File: config.mk
export PLATFORM = sky130hd
export DESIGN_NAME = uart_tx_arbiter
export DESIGN_NICKNAME = d
export VERILOG_FILES = /design/src/rtl/uart_pkg.sv /design/src/rtl/uart_tx_arbiter_rr_pick.sv /design/src/rtl/uart_tx_arbiter.sv
export SDC_FILE = /design/constraint.sdc
export NUM_CORES = 1
export LEC_CHECK = 0
export BUFFER_PORTS_ARGS = -buffer_cell sky130_fd_sc_hd__clkbuf_2
export CAP_MARGIN = 20
export CORE_UTILIZATION = 45
export DETAILED_ROUTE_END_ITERATION = 10
export PLACE_DENSITY_LB_ADDON = 0.25
export SLEW_MARGIN = 40
export SYNTH_ARGS = -nofsm -noshare
export SYNTH_HDL_FRONTEND = slang
export SYNTH_SLANG_ARGS = --single-unit
export TNS_END_PERCENT = 30
File: constraint.sdc
create_clock -name i_Clock -period 3.2 [get_ports i_Clock]
set_input_delay 0.32 -clock i_Clock [delete_from_list [all_inputs] [get_ports i_Clock]]
set_output_delay 0.32 -clock i_Clock [all_outputs]
set_load 0.005 [all_outputs]
File: src/rtl/uart_pkg.sv
// Shared types and constants for the UART transmit path.
package uart_pkg;

    localparam int UART_BYTE_W = 8;

    typedef enum logic {
        IDLE = 1'b0,
        BUSY = 1'b1
    } uart_tx_arb_state_t;

endpackage

File: src/rtl/uart_tx_arbiter_rr_pick.sv
// rr_pick: combinational round-robin picker; searches from i_Ptr+1 upward, wrapping
// modulo N, so the requester at i_Ptr has the lowest priority.
module rr_pick #(
    parameter int N     = 4,
    parameter int PTR_W = $clog2(N)
) (
    input  logic [N-1:0]     i_Req,
    input  logic [PTR_W-1:0] i_Ptr,
    output logic [N-1:0]     o_Grant,
    output logic [PTR_W-1:0] o_Idx,
    output logic             o_Valid
);

    int               cand;
    logic [PTR_W-1:0] cand_idx;

    // Walk from the farthest offset down so the nearest requester overwrites last.
    always_comb begin
        o_Grant  = '0;
        o_Idx    = '0;
        o_Valid  = 1'b0;
        cand     = 0;
        cand_idx = '0;
        for (int off = N; off >= 1; off--) begin
            cand     = (int'(i_Ptr) + off) % N;
            cand_idx = PTR_W'(cand);
            if (i_Req[cand_idx]) begin
                o_Grant           = '0;
                o_Grant[cand_idx] = 1'b1;
                o_Idx             = cand_idx;
                o_Valid           = 1'b1;
            end
        end
    end

endmodule

File: src/rtl/uart_tx_arbiter.sv
// Round-robin arbiter sharing one uart_tx between NUM_REQ byte producers.
// Define UART_TX_ARB_LOCK_EN to let a requester keep the grant across a multi-byte packet.
module uart_tx_arbiter
    import uart_pkg::*;
#(
    parameter int NUM_REQ = 4
) (
    input  logic                           i_Clock,
    input  logic                           i_Rst_L,
    input  logic [NUM_REQ-1:0]             i_Req,
    input  logic [UART_BYTE_W*NUM_REQ-1:0] i_Req_Byte,
    input  logic [NUM_REQ-1:0]             i_Lock,
    output logic [NUM_REQ-1:0]             o_Grant,
    output logic                           o_TX_DV,
    output logic [UART_BYTE_W-1:0]         o_TX_Byte,
    input  logic                           i_TX_Active,
    input  logic                           i_TX_Done,
    output logic                           o_Busy,
    output logic                           o_Dbg_State
);

    localparam int PTR_W = $clog2(NUM_REQ);

    uart_tx_arb_state_t     state_q, state_d;
    logic [PTR_W-1:0]       ptr_q, ptr_d;
    logic [NUM_REQ-1:0]     grant_q, grant_d;
    logic                   tx_dv_q, tx_dv_d;
    logic [UART_BYTE_W-1:0] tx_byte_q, tx_byte_d;
    logic                   busy_q, busy_d;

    logic [NUM_REQ-1:0]     elig_req;
    logic [NUM_REQ-1:0]     pick_grant;
    logic [PTR_W-1:0]       pick_idx;
    logic                   pick_vld;
    logic [UART_BYTE_W-1:0] win_byte;

`ifdef UART_TX_ARB_LOCK_EN
    logic             lock_vld_q, lock_vld_d;
    logic [PTR_W-1:0] lock_idx_q, lock_idx_d;

    // A held lock narrows eligibility to the owner; everyone else waits.
    always_comb begin
        elig_req = i_Req;
        if (lock_vld_q && i_Lock[lock_idx_q]) begin
            elig_req             = '0;
            elig_req[lock_idx_q] = i_Req[lock_idx_q];
        end
    end
`else
    logic unused_lock;
    assign unused_lock = ^i_Lock;
    assign elig_req    = i_Req;
`endif

    rr_pick #(
        .N     (NUM_REQ),
        .PTR_W (PTR_W)
    ) u_rr_pick (
        .i_Req   (elig_req),
        .i_Ptr   (ptr_q),
        .o_Grant (pick_grant),
        .o_Idx   (pick_idx),
        .o_Valid (pick_vld)
    );

    always_comb begin
        win_byte = '0;
        for (int n = 0; n < NUM_REQ; n++) begin
            if (pick_grant[n]) win_byte = i_Req_Byte[n*UART_BYTE_W +: UART_BYTE_W];
        end
    end

    always_comb begin
        state_d   = state_q;
        ptr_d     = ptr_q;
        grant_d   = '0;
        tx_dv_d   = 1'b0;
        tx_byte_d = tx_byte_q;
        busy_d    = busy_q;
`ifdef UART_TX_ARB_LOCK_EN
        lock_vld_d = lock_vld_q;
        lock_idx_d = lock_idx_q;
`endif
        case (state_q)
            IDLE: begin
`ifdef UART_TX_ARB_LOCK_EN
                if (lock_vld_q && !i_Lock[lock_idx_q]) lock_vld_d = 1'b0;
`endif
                // An active serializer (e.g. after reset mid-frame) blocks any launch.
                if (pick_vld && !i_TX_Active) begin
                    state_d   = BUSY;
                    ptr_d     = pick_idx;
                    grant_d   = pick_grant;
                    tx_dv_d   = 1'b1;
                    tx_byte_d = win_byte;
                    busy_d    = 1'b1;
                end
            end
            BUSY: begin
                if (i_TX_Done) begin
                    state_d = IDLE;
                    busy_d  = 1'b0;
`ifdef UART_TX_ARB_LOCK_EN
                    lock_vld_d = i_Lock[ptr_q];
                    lock_idx_d = ptr_q;
`endif
                end
            end
            default: state_d = IDLE;
        endcase
    end

    always_ff @(posedge i_Clock or negedge i_Rst_L) begin
        if (!i_Rst_L) begin
            state_q   <= IDLE;
            ptr_q     <= PTR_W'(NUM_REQ - 1);
            grant_q   <= '0;
            tx_dv_q   <= 1'b0;
            tx_byte_q <= '0;
            busy_q    <= 1'b0;
`ifdef UART_TX_ARB_LOCK_EN
            lock_vld_q <= 1'b0;
            lock_idx_q <= '0;
`endif
        end else begin
            state_q   <= state_d;
            ptr_q     <= ptr_d;
            grant_q   <= grant_d;
            tx_dv_q   <= tx_dv_d;
            tx_byte_q <= tx_byte_d;
            busy_q    <= busy_d;
`ifdef UART_TX_ARB_LOCK_EN
            lock_vld_q <= lock_vld_d;
            lock_idx_q <= lock_idx_d;
`endif
        end
    end

    assign o_Grant     = grant_q;
    assign o_TX_DV     = tx_dv_q;
    assign o_TX_Byte   = tx_byte_q;
    assign o_Busy      = busy_q;
    assign o_Dbg_State = state_q;

endmodule
==> reports/qor.csv <==
metric;value;unit
status;finished, violations left;
violations;DRC;
ir_drop;0.000551;V
cts_max_level;1;
finalPower;0.00195;W
min_to;o_Dbg_State;
crit_required;3.41;ns
fp.dieH;57.8;um
grt_pass1_wl;5900;um
reg2reg_to;o_TX_Byte[7];
path_buf_inv;1;
yosysSeqAreaShare;30.5;%
timing.fmax;0.333;GHz
crit_family;compound AO/OA/AOI/OAI gates;
maxCapViolCount;0;
synthCells;144;
critical_path_arrival;3.22;ns
via_per_inst;5.83;
drc_errors;6;
netSwitchingPower;0.000961;W
num_rows;19;
final_cell_mix;54 x clkbuf_2, 16 x nor2_1, 15 x nand2_1, 15 x dfrtp_1;
p_sw_share;49.3;%
crit_path_end_kind;flop;
yosys_warnings;0;
synth_area_per_cell;9.73;um2
grt_antenna_before_repair;0;
fin_area;1700;um2
gr-total-overflow;0;
syn-num-nets;195;
drv_slew;0;
p_leak;0.825;nW
hold_violations;0;
finalClockSkew;0.0150;ns
wl;3590;um
die_w;57.8;um
start_util;49.1;%
drt.antenna.violating_nets;0;
crit_type;reg -> reg;
crit_slowest_cell;mux4_2;
cts_max_path_buffers;2;
seqPwrFrac;18.8;%
fin_crit_sh;94.0;%
setup_tns;0;ns
drtPass1Iterations;7;
cellPowerDensity;1150;nW/um2
ios;59;
place_congestion;0.803;
cp.depth;8;
synthFlopType;dfrtp_1;
setup_viol;0;
drive_gt1_share;41.2;%
port_buffers;54;
grt_pass1_vias;1250;
synthToLayoutAreaGrowth;21.0;%
reg2reg_from;ptr_q[0];
slowest_delay;0.65;ns
r2r_slack;0.19;ns
hp-start;i_TX_Done;
p_comb_share;75.2;%
placed_area;1660;um2
insertion_delay;0.30;ns
clkTransAtPathRegs;0.11;ns
syn-cell-area;1400;um2
slew_headroom;72.1;%
fin_nets;251;
rsz0062_at_grt;no;
hold_depth;2;
async_reset_ff_share;100;%
synth_edf_count;0;
drt-initial-drc-count;46;
hold_class;in -> reg;
cts-resized-gates;0;
dieArea;3340;um2
numCtsBuffers;3;
root_buffer;clkbuf_4;
core_area;2850;um2
worst_slew_pin_slew;0.419;ns
cts_tree;done;
n_antenna_cell;0;
final_common_cell;clkbuf_2;
period_minus_slack;3.01;ns
wire_per_inst;15.6;um
worstRegToRegCells;8;
pwr-share-clk;6.0;%
via_count;1341;
grt_usage;22.9;%
startpoint_type;flop;
internal_power;0.000988;W
grt_max_degree;18;
critPathMaxFanout;8;
yosysUniqueCellTypes;41;
place_hpwl;2750;um
path_cells;inv_1 -> ha_1 -> mux4_2 -> a211o_1 -> o211ai_2 -> o211a_4 -> a221oi_1 -> o31ai_1;
cts_sinks;17;
ys_ff_latch;17;
-- through the flow --
stage / setup slack (ns) / utilization [%] / instances / hold slack (ns)
CTS: 0.204 / 59.4 / 230 / 0.230
detailed placement: 0.214 / 58.1 / 225 / 0.269
global route: 0.0500 / 59.4 / 230 / 0.250
finish: 0.193 / 59.4 / 230 / 0.238
global placement: 0.303 / 58.1 / 225 / 0.264
floorplan: 0.293 / - / 144 / 0.0244
-- cell families (layout without fill, tap and decap cells) --
family | count (synthesis) | after routing | share of synthesized area [%]
AOI/OAI and AO/OA | 53 | 53 | 32.0
and+or+nand+nor | 38 | 38 | 11.6
buffers and inverters | 19 | 74 | 8.84
DFF | 17 | 17 | 30.5
muxes | 9 | 9 | 10.2
adders and majority gates | 7 | 7 | 6.25
xor gates and xnor gates | 1 | 1 | 0.625
-- metal layers --
metal | share of wire, % | vias to the layer above | track usage, %
met2 | 51 | 38 | 37.8
met1 | 45 | 647 | 31.0
met3 | 3.8 | 3 | 2.23
met5 | 0 | - | 0
li1 | - | 653 | -
met4 | 0.78 | 0 | 9.18
-- synth_stat cells (all sizes together), types with 2 or more instances --
library cell  count  area share [%]
dfrtp            15              27
buf               6             3.9
nand2            16             4.5
mux4              4             6.4
o211ai            2             1.4
clkbuf            2             2.0
and2              3             1.4
dfstp             2             3.7
mux2i             3             2.1
o21ai             6             2.7
a2bb2oi           8             5.0
o31ai             8             4.3
ha                7             6.2
a221oi           10             6.2
mux2              2             1.6
inv              11             2.9
nor2             16             4.3
a21oi             8             3.4
-- flip-flops by register name, summed over array words and instances (netlist names) --
| register | cells |
|---|---|
| o_Grant | 4 |
| o_TX_DV | 1 |
| o_Busy | 1 |
| o_TX_Byte | 8 |
| ptr_q | 2 |
| o_Dbg_State | 1 |
-- power groups by stage --
stage / logic, W / clock network [W] / registers [W]
after global placement: 0.00141 / 0 / 0.000366
after global routing: 0.00161 / 0.000131 / 0.000377
final: 0.00146 / 0.000117 / 0.000367
after detailed placement: 0.00145 / 0 / 0.000373
after floorplan: 0.00117 / 0 / 0.000390
after CTS: 0.00145 / 0.000121 / 0.000368
-- worst max-delay path by stage --
stage / startpoint / end / slack (ns)
finish: ptr_q[0] / o_TX_Byte[7] / 0.19
global route: ptr_q[0] / o_TX_Byte[4] / 0.05
CTS: ptr_q[0] / o_TX_Byte[7] / 0.20
detailed placement: ptr_q[0] / o_TX_Byte[7] / 0.21
global placement: ptr_q[0] / o_TX_Byte[7] / 0.30
floorplan: ptr_q[0] / o_TX_Byte[6] / 0.29
-- worst register-to-register path, cell delays in order, from the launching register on --
cell and delay (ns):
dfstp_2 0.54, inv_1 0.12, ha_1 0.46, mux4_2 0.65, a211o_1 0.35, o211ai_2 0.19
o211a_4 0.25, a221oi_1 0.10, o31ai_1 0.27
-- cell type report --
cell class | instances | area, um2
fillers | 261 | 1160
multi-input cells | 108 | 850
flip-flops and latches | 17 | 428
repair buffers | 59 | 310
inverters | 11 | 41.3
well taps | 31 | 38.8
clock buffers | 3 | 22.5
clock inverters | 1 | 5.00
-- what timing repair did --
item,4_1_cts,5_1_grt
endpoints found under the hold margin,15,0
endpoints found under the setup margin,0,0
hold buffers,1,0
buffers inserted,0,0
Power figures use the tool's default switching activity.
